[src/rtl/multiplier_seq_n_bit_v.sv]
// Sequential shift-and-add multiplier, unsigned or two's-complement, with
// valid/ready handshakes on operands and product; one partial product per clock.
module multiplier_seq_n_bit_v #(
  parameter int WIDTH = 4
) (
  input  logic               i_clk,
  input  logic               i_rst,
  input  logic               i_valid,
  output logic               o_ready,
  input  logic               i_signed,
  input  logic [WIDTH-1:0]   i_a,
  input  logic [WIDTH-1:0]   i_b,
  output logic               o_valid,
  input  logic               i_ready,
  output logic [2*WIDTH-1:0] o_f
);
  localparam int CW = (WIDTH > 1) ? $clog2(WIDTH) : 1;

  typedef enum logic [1:0] {IDLE, CALC, DONE} state_t;

  state_t               state, state_nxt;
  logic [WIDTH-1:0]     mag_a, mag_b, abs_a, abs_b;
  logic                 neg;
  logic [2*WIDTH-1:0]   acc, addend, acc_nxt;
  logic [CW-1:0]        count;
  logic                 last;

  // Work on magnitudes; the sign is reapplied once at the end. The most-negative
  // operand maps to 2^(WIDTH-1), which still fits as an unsigned WIDTH-bit value.
  assign abs_a   = (i_signed && i_a[WIDTH-1]) ? (~i_a + 1'b1) : i_a;
  assign abs_b   = (i_signed && i_b[WIDTH-1]) ? (~i_b + 1'b1) : i_b;
  assign addend  = mag_b[count] ? ({{WIDTH{1'b0}}, mag_a} << count) : '0;
  assign acc_nxt = acc + addend;
  assign last    = (count == CW'(WIDTH - 1));

  always_comb begin
    state_nxt = state;
    o_ready   = 1'b0;
    o_valid   = 1'b0;
    unique case (state)
      IDLE: begin
        o_ready = 1'b1;
        if (i_valid) state_nxt = CALC;
      end
      CALC: if (last) state_nxt = DONE;
      DONE: begin
        o_valid = 1'b1;
        if (i_ready) state_nxt = IDLE;
      end
      default: state_nxt = IDLE;
    endcase
  end

  always_ff @(posedge i_clk) begin
    if (i_rst) begin
      state <= IDLE;
      mag_a <= '0;
      mag_b <= '0;
      neg   <= 1'b0;
      acc   <= '0;
      count <= '0;
      o_f   <= '0;
    end else begin
      state <= state_nxt;
      unique case (state)
        IDLE: if (i_valid) begin
          mag_a <= abs_a;
          mag_b <= abs_b;
          neg   <= i_signed & (i_a[WIDTH-1] ^ i_b[WIDTH-1]);
          acc   <= '0;
          count <= '0;
        end
        CALC: begin
          acc   <= acc_nxt;
          count <= count + 1'b1;
          if (last) o_f <= neg ? (~acc_nxt + 1'b1) : acc_nxt;
        end
        default: ;
      endcase
    end
  end
endmodule

[config.mk]
export PLATFORM = sky130hd
export DESIGN_NAME = multiplier_seq_n_bit_v
export DESIGN_NICKNAME = d
export VERILOG_FILES = /design/src/rtl/multiplier_seq_n_bit_v.sv
export SDC_FILE = /design/constraint.sdc
export NUM_CORES = 1
export LEC_CHECK = 0
export BUFFER_PORTS_ARGS = -buffer_cell sky130_fd_sc_hd__buf_4
export CAP_MARGIN = 20
export CORE_ASPECT_RATIO = 0.9
export CORE_MARGIN = 2
export CORE_UTILIZATION = 49
export DETAILED_ROUTE_END_ITERATION = 7
export PLACE_DENSITY_LB_ADDON = 0.3
export SLEW_MARGIN = 20
export SYNTH_ARGS = -nofsm -noshare
export SYNTH_HDL_FRONTEND = slang
export SYNTH_SLANG_ARGS = --single-unit
[constraint.sdc]
create_clock -name i_clk -period 2.77 [get_ports i_clk]
set_input_delay 0.1385 -clock i_clk [delete_from_list [all_inputs] [get_ports i_clk]]
set_output_delay 0.1385 -clock i_clk [all_outputs]
set_load 0.1 [all_outputs]
# ---- Word level (Yosys, flattened, before mapping)
# Cells that the tools add are included.
dict set report op_classes {
  add_sub_neg 5
  mul 0
  div_mod_pow 0
  magnitude_cmp 1
  eq_ne 6
  n_shift 1
  muxes 16
  bitwise_logic 5
  reduce_logical 8
}
# cell n
set op_table {}
lappend op_table {{two-way mux 8 bit} 3}
lappend op_table {{case mux 8 bit (2 select lines)} 1}
lappend op_table {{adder 4 x 1 -> 4 bit, second input constant} 2}
lappend op_table {{adder 8 x 1 -> 8 bit, second input constant} 1}
lappend op_table {{adder 8 bit} 1}
lappend op_table {{two-way mux 2 bit} 4}
lappend op_table {{two-way mux 4 bit} 2}
lappend op_table {{NOT 4 bit} 2}
lappend op_table {{NOT 8 bit} 1}
lappend op_table {{left shift 4 x 2 -> 8 bit} 1}
lappend op_table {{!= test 2 bit, second input constant} 3}
lappend op_table {{case mux 2 bit (3 select lines)} 1}
lappend op_table {{AND reduction 2 bit} 3}
lappend op_table {{== test 2 bit, second input constant} 2}
lappend op_table {{case mux 2 bit (2 select lines)} 1}
lappend op_table {{less-than comparator 2 x 3 -> 1 bit, second input constant} 1}
lappend op_table {{two-way mux 1 bit} 3}
lappend op_table {{AND reduction 3 bit} 1}
lappend op_table {{adder 2 x 1 -> 2 bit, second input constant} 1}
lappend op_table {{binary-select mux 1 bit (select 2 bit)} 1}
lappend op_table {{== test 2 x 1 -> 1 bit, second input constant} 1}
lappend op_table {{logical AND 1 bit} 2}
lappend op_table {{zero test 2 bit} 1}
lappend op_table {{nonzero test 2 bit} 1}
lappend op_table {{2 further kinds} 2}
dict set report word_totals {
  register_bits 29
  latchBits 0
  ram_bits 0
  mem_bits_ro 0
  input_bits 13
  output_inout_bits 10
  word_cells 49
  memories 0
}

# ---- Logic depth before layout (Yosys ltp)
dict set report depth {
  ltp_word 7
  depth_mapped 11
  depth_no_buf 10
}

# ---- Worst setup path after synthesis
# No wires, ideal clock.
dict set report synth_timing {
  kind {register to register}
  start {register count[0]}
  end {register o_f[7]}
  setup_ns 0.080
  arrival_time_ns 2.763
  required_ns 2.690
  setup_slack_ns -0.073
  stages_incl_launch_ff 10
  path_buffers 0
  synth_period_minus_slack_ns 2.843
  path_cell_list {dfxtp_1 -> mux4_2 -> and2_1 -> ha_1 -> a211o_1 -> and3_1 -> o311ai_2 -> o31ai_2 -> xnor2_1 -> a211oi_2}
}
dict set report synth_via {
  elab_chain_cells 7
  elab_cells_between_ends 10
  classes_between {2 x add/sub; 1 x eq/ne; 1 x shift; 4 x mux; 1 x bitwise; 1 x reduce/logical}
}
# item line_no
set synth_rtl {}
lappend synth_rtl {{start: declaration} 25} ;# logic [CW-1:0] count;
lappend synth_rtl {{start signal: assignment} 75} ;# count <= count + 1'b1;
lappend synth_rtl {{binary-select mux 1 bit (select 2 bit)} 32} ;# assign addend = mag_b[count] ? ({{WIDTH{1'b0}}, mag_a} << count) : '0;
lappend synth_rtl {{two-way mux 1 bit (not written as such)} 32}
lappend synth_rtl {{two-way mux 8 bit} 32}
lappend synth_rtl {{adder 8 bit} 33} ;# assign acc_nxt = acc + addend;
lappend synth_rtl {{NOT 8 bit} 76} ;# if (last) o_f <= neg ? (~acc_nxt + 1'b1) : acc_nxt;
lappend synth_rtl {{adder 8 x 1 -> 8 bit} 76}
lappend synth_rtl {{two-way mux 8 bit} 76}
lappend synth_rtl {{end signal: assignment} 76}
lappend synth_rtl {{end: declaration} 15} ;# output logic [2*WIDTH-1:0] o_f
# Parallel ways exist; a longest one is shown, timed or not. The select of a mux whose other input is x is not followed.
# A chain may end at the register's enable or synchronous reset.

# ---- Worst setup path after layout
dict set report layout_timing {
  start {register count[0]}
  end {register o_f[6]}
}
# Same word-level chain as after synthesis.

==> results.toml <==
[run_status]
status = "finished, final reports clean"

[global_routing]
antenna_found_initial = 0
grt_overflow = 0
grt_pass1_vias = 1412
grt_usage = 0.212
grt_max_degree = 30
grt_pass1_wl_um = 6440

[timing]
maxSlewHeadroom = 0.543
finalCriticalPeriod_ns = 2.67
clock_skew_ns = 0.00601
final-max-slew-violation-count = 0
setup_viol = 0
holdWs_ns = 0.112
finalHoldViolCount = 0
finalCritPeriodShare = 0.966
tightest_slew_ns = 0.684
max_freq_ghz = 0.374

[clocking]
cts_num_sinks = 29
htreeDepth = 2
clk_path_buf_depth = 2
cts_made_buffers = 5
clk_pin_slew_ns = 0.06
clockRootBuffer = "clkbuf_8"
postCtsSetupBuffers = 0
tritoncts = "done"
worst_skew_pair.late_latency_ns = 0.29

[die]
rows = 20
die_area_um2 = 4160
core_um2 = 3450
initial_core_util = 0.520
io_pins = 23
die_h_um = 61.4
die_x_um = 67.8

[route]
final_antenna_net_count = 0
wl_um = 4030
drc = 0
vias = 1658
initialDrtViolationCount = 97
via_per_inst = 5.53
dr.pass1.iters = 4
routedWlPerCell_um = 13.4

[pwr]
internal_power_uw = 781
switching_share = 0.240
p_leak_nw = 0.977
power_density_nw_per_um2 = 448
switching_power_uw = 246
worst_ir_drop_vdd_uv = 333
comb_power_share = 0.129
power_frac_seq = 0.430
clockPowerShare = 0.441

[placed_design]
port_buffers = 22
hpwl_um = 2970
globalplace.congestion = 0.871

[yosys]
syn-num-nets = 242
yosysTopAreaCellShare = 0.324
yosysSeqAreaShare = 0.324
synth_top_flop_cell = "dfxtp_1"
synth_edf_count = 0
synth.most_common_cell = "dfxtp_1"
synth_top_area_cell = "dfxtp_1"
synth_cell_types = 45
ys_seq_elements = 29
synthesis.area_um2 = 1790
synth_cells = 217
synth_area_leaders = "dfxtp_1 (32%), ha_1 (7.7%), nor2_1 (5.9%)"
ys_warn_count = 0
synthTopCellsByCount = "dfxtp_1 (29), nor2_1 (28), nand2_1 (21)"
synthArstFlopShare = 0
post_synth.cell_area_avg_um2 = 8.27

[setup_path]
start_kind = "flop"
crit_type = "flop to flop"
path_max_fanout = 9
cp.required_ns = 2.97
arrival_ns = 2.88
worst_setup_path_end_kind = "flop"

[final_layout]
layout.nets = 280
layout-drive-gt1-share = 0.254
antenna-diode-count = 0
utilization = 0.663
area_delta_synth_final_pct = 27.6

[flow_run]
maxCapViolCount = 0

[hold_path]
hold_path.class = "input pin to flop"
## repair_timing
item,4_1_cts,5_1_grt
gates resized for setup,3,6
endpoints found under the setup margin,2,5
hold buffers,0,0
pin swaps,0,5
## cells in the final DEF, fill, tap and decap left out, types with 3 or more instances in the layout
cell       n
nor2_1    27
ha_1       9
xnor2_1    4
a22oi_1    6
o21ai_0    4
dfxtp_1   28
xor2_1     7
buf_4     40
clkbuf_8   6
inv_1     11
nand3_1    9
nand2_1   21
a211oi_1   7
and2_1     5
nand2b_1   5
nor2b_1    3
a21oi_1   18
## worst max-delay path, stage by stage, from the launching register on
cell and delay, ns:
dfxtp_4 0.36, buf_4 0.16, nor4bb_1 0.27, ha_1 0.26
fa_1 0.47, inv_1 0.09, ha_1 0.16, nand2_1 0.10
o41ai_2 0.36, xor2_1 0.13, a211oi_1 0.23
## worst paths after layout
check / to / slack (ns) / cells after the start / startpoint
max: o_f[6] / 0.1 / 10 / count[0]
min: state[1] / 0.11 / 3 / i_ready
max reg2reg: o_f[6] / 0.1 / 10 / count[0]
min reg2reg: o_f[0] / 0.46 / 2 / o_f[0]
## through the flow
step                      TNS [ns]  cell area, um2  total power, mW  cells  setup slack, ns
after floorplan                  0            1810            0.528    217           0.0195
after global placement           0            2130            0.577    292           0.0405
after detailed placement   -0.0209            2130            0.579    292          -0.0134
after CTS                        0            2260             1.03    300          0.00351
after global routing       -0.0376            2290             1.06    300          -0.0376
final                            0            2290             1.03    300           0.0955
## registers in the layout (all words and copies together) (netlist names)
signal / flops
acc: 8
o_f: 8
mag_b: 4
mag_a: 4
state: 2
count: 2
neg: 1
## layout make-up
type                            instances  area, um2
Sequential cell                        29        584
Fill cell                             288       1160
Clock buffer                            7       86.3
Timing Repair Buffer                   40        300
Tap cell                               44       55.1
Inverter                               11       41.3
Multi-Input combinational cell        168       1190
Clock inverter                          1       30.0
## power by group through the flow
stage	Combinational (mW)	Sequential, mW	Clock, mW
final	0.132	0.441	0.453
after global routing	0.147	0.443	0.471
after CTS	0.130	0.441	0.459
after detailed placement	0.128	0.450	0
after global placement	0.127	0.450	0
after floorplan	0.0784	0.449	0
## routing by layer
metal  up-vias  routed length [um]  track usage
li1        853                   -            -
met1       763                1950        0.284
met2        36                1820        0.328
met3         6                 192       0.0567
met4         0                  68       0.0857
met5         -                   0            0
## cell families after synthesis
group,count (synthesis),share of synthesized area
compound gates,55,0.224
fa+ha+maj,12,0.0879
simple gates,85,0.227
buf+inv,20,0.0425
mux,5,0.0418
xor+xnor,11,0.0537
flops,29,0.324
Power figures use the tool's default switching activity.
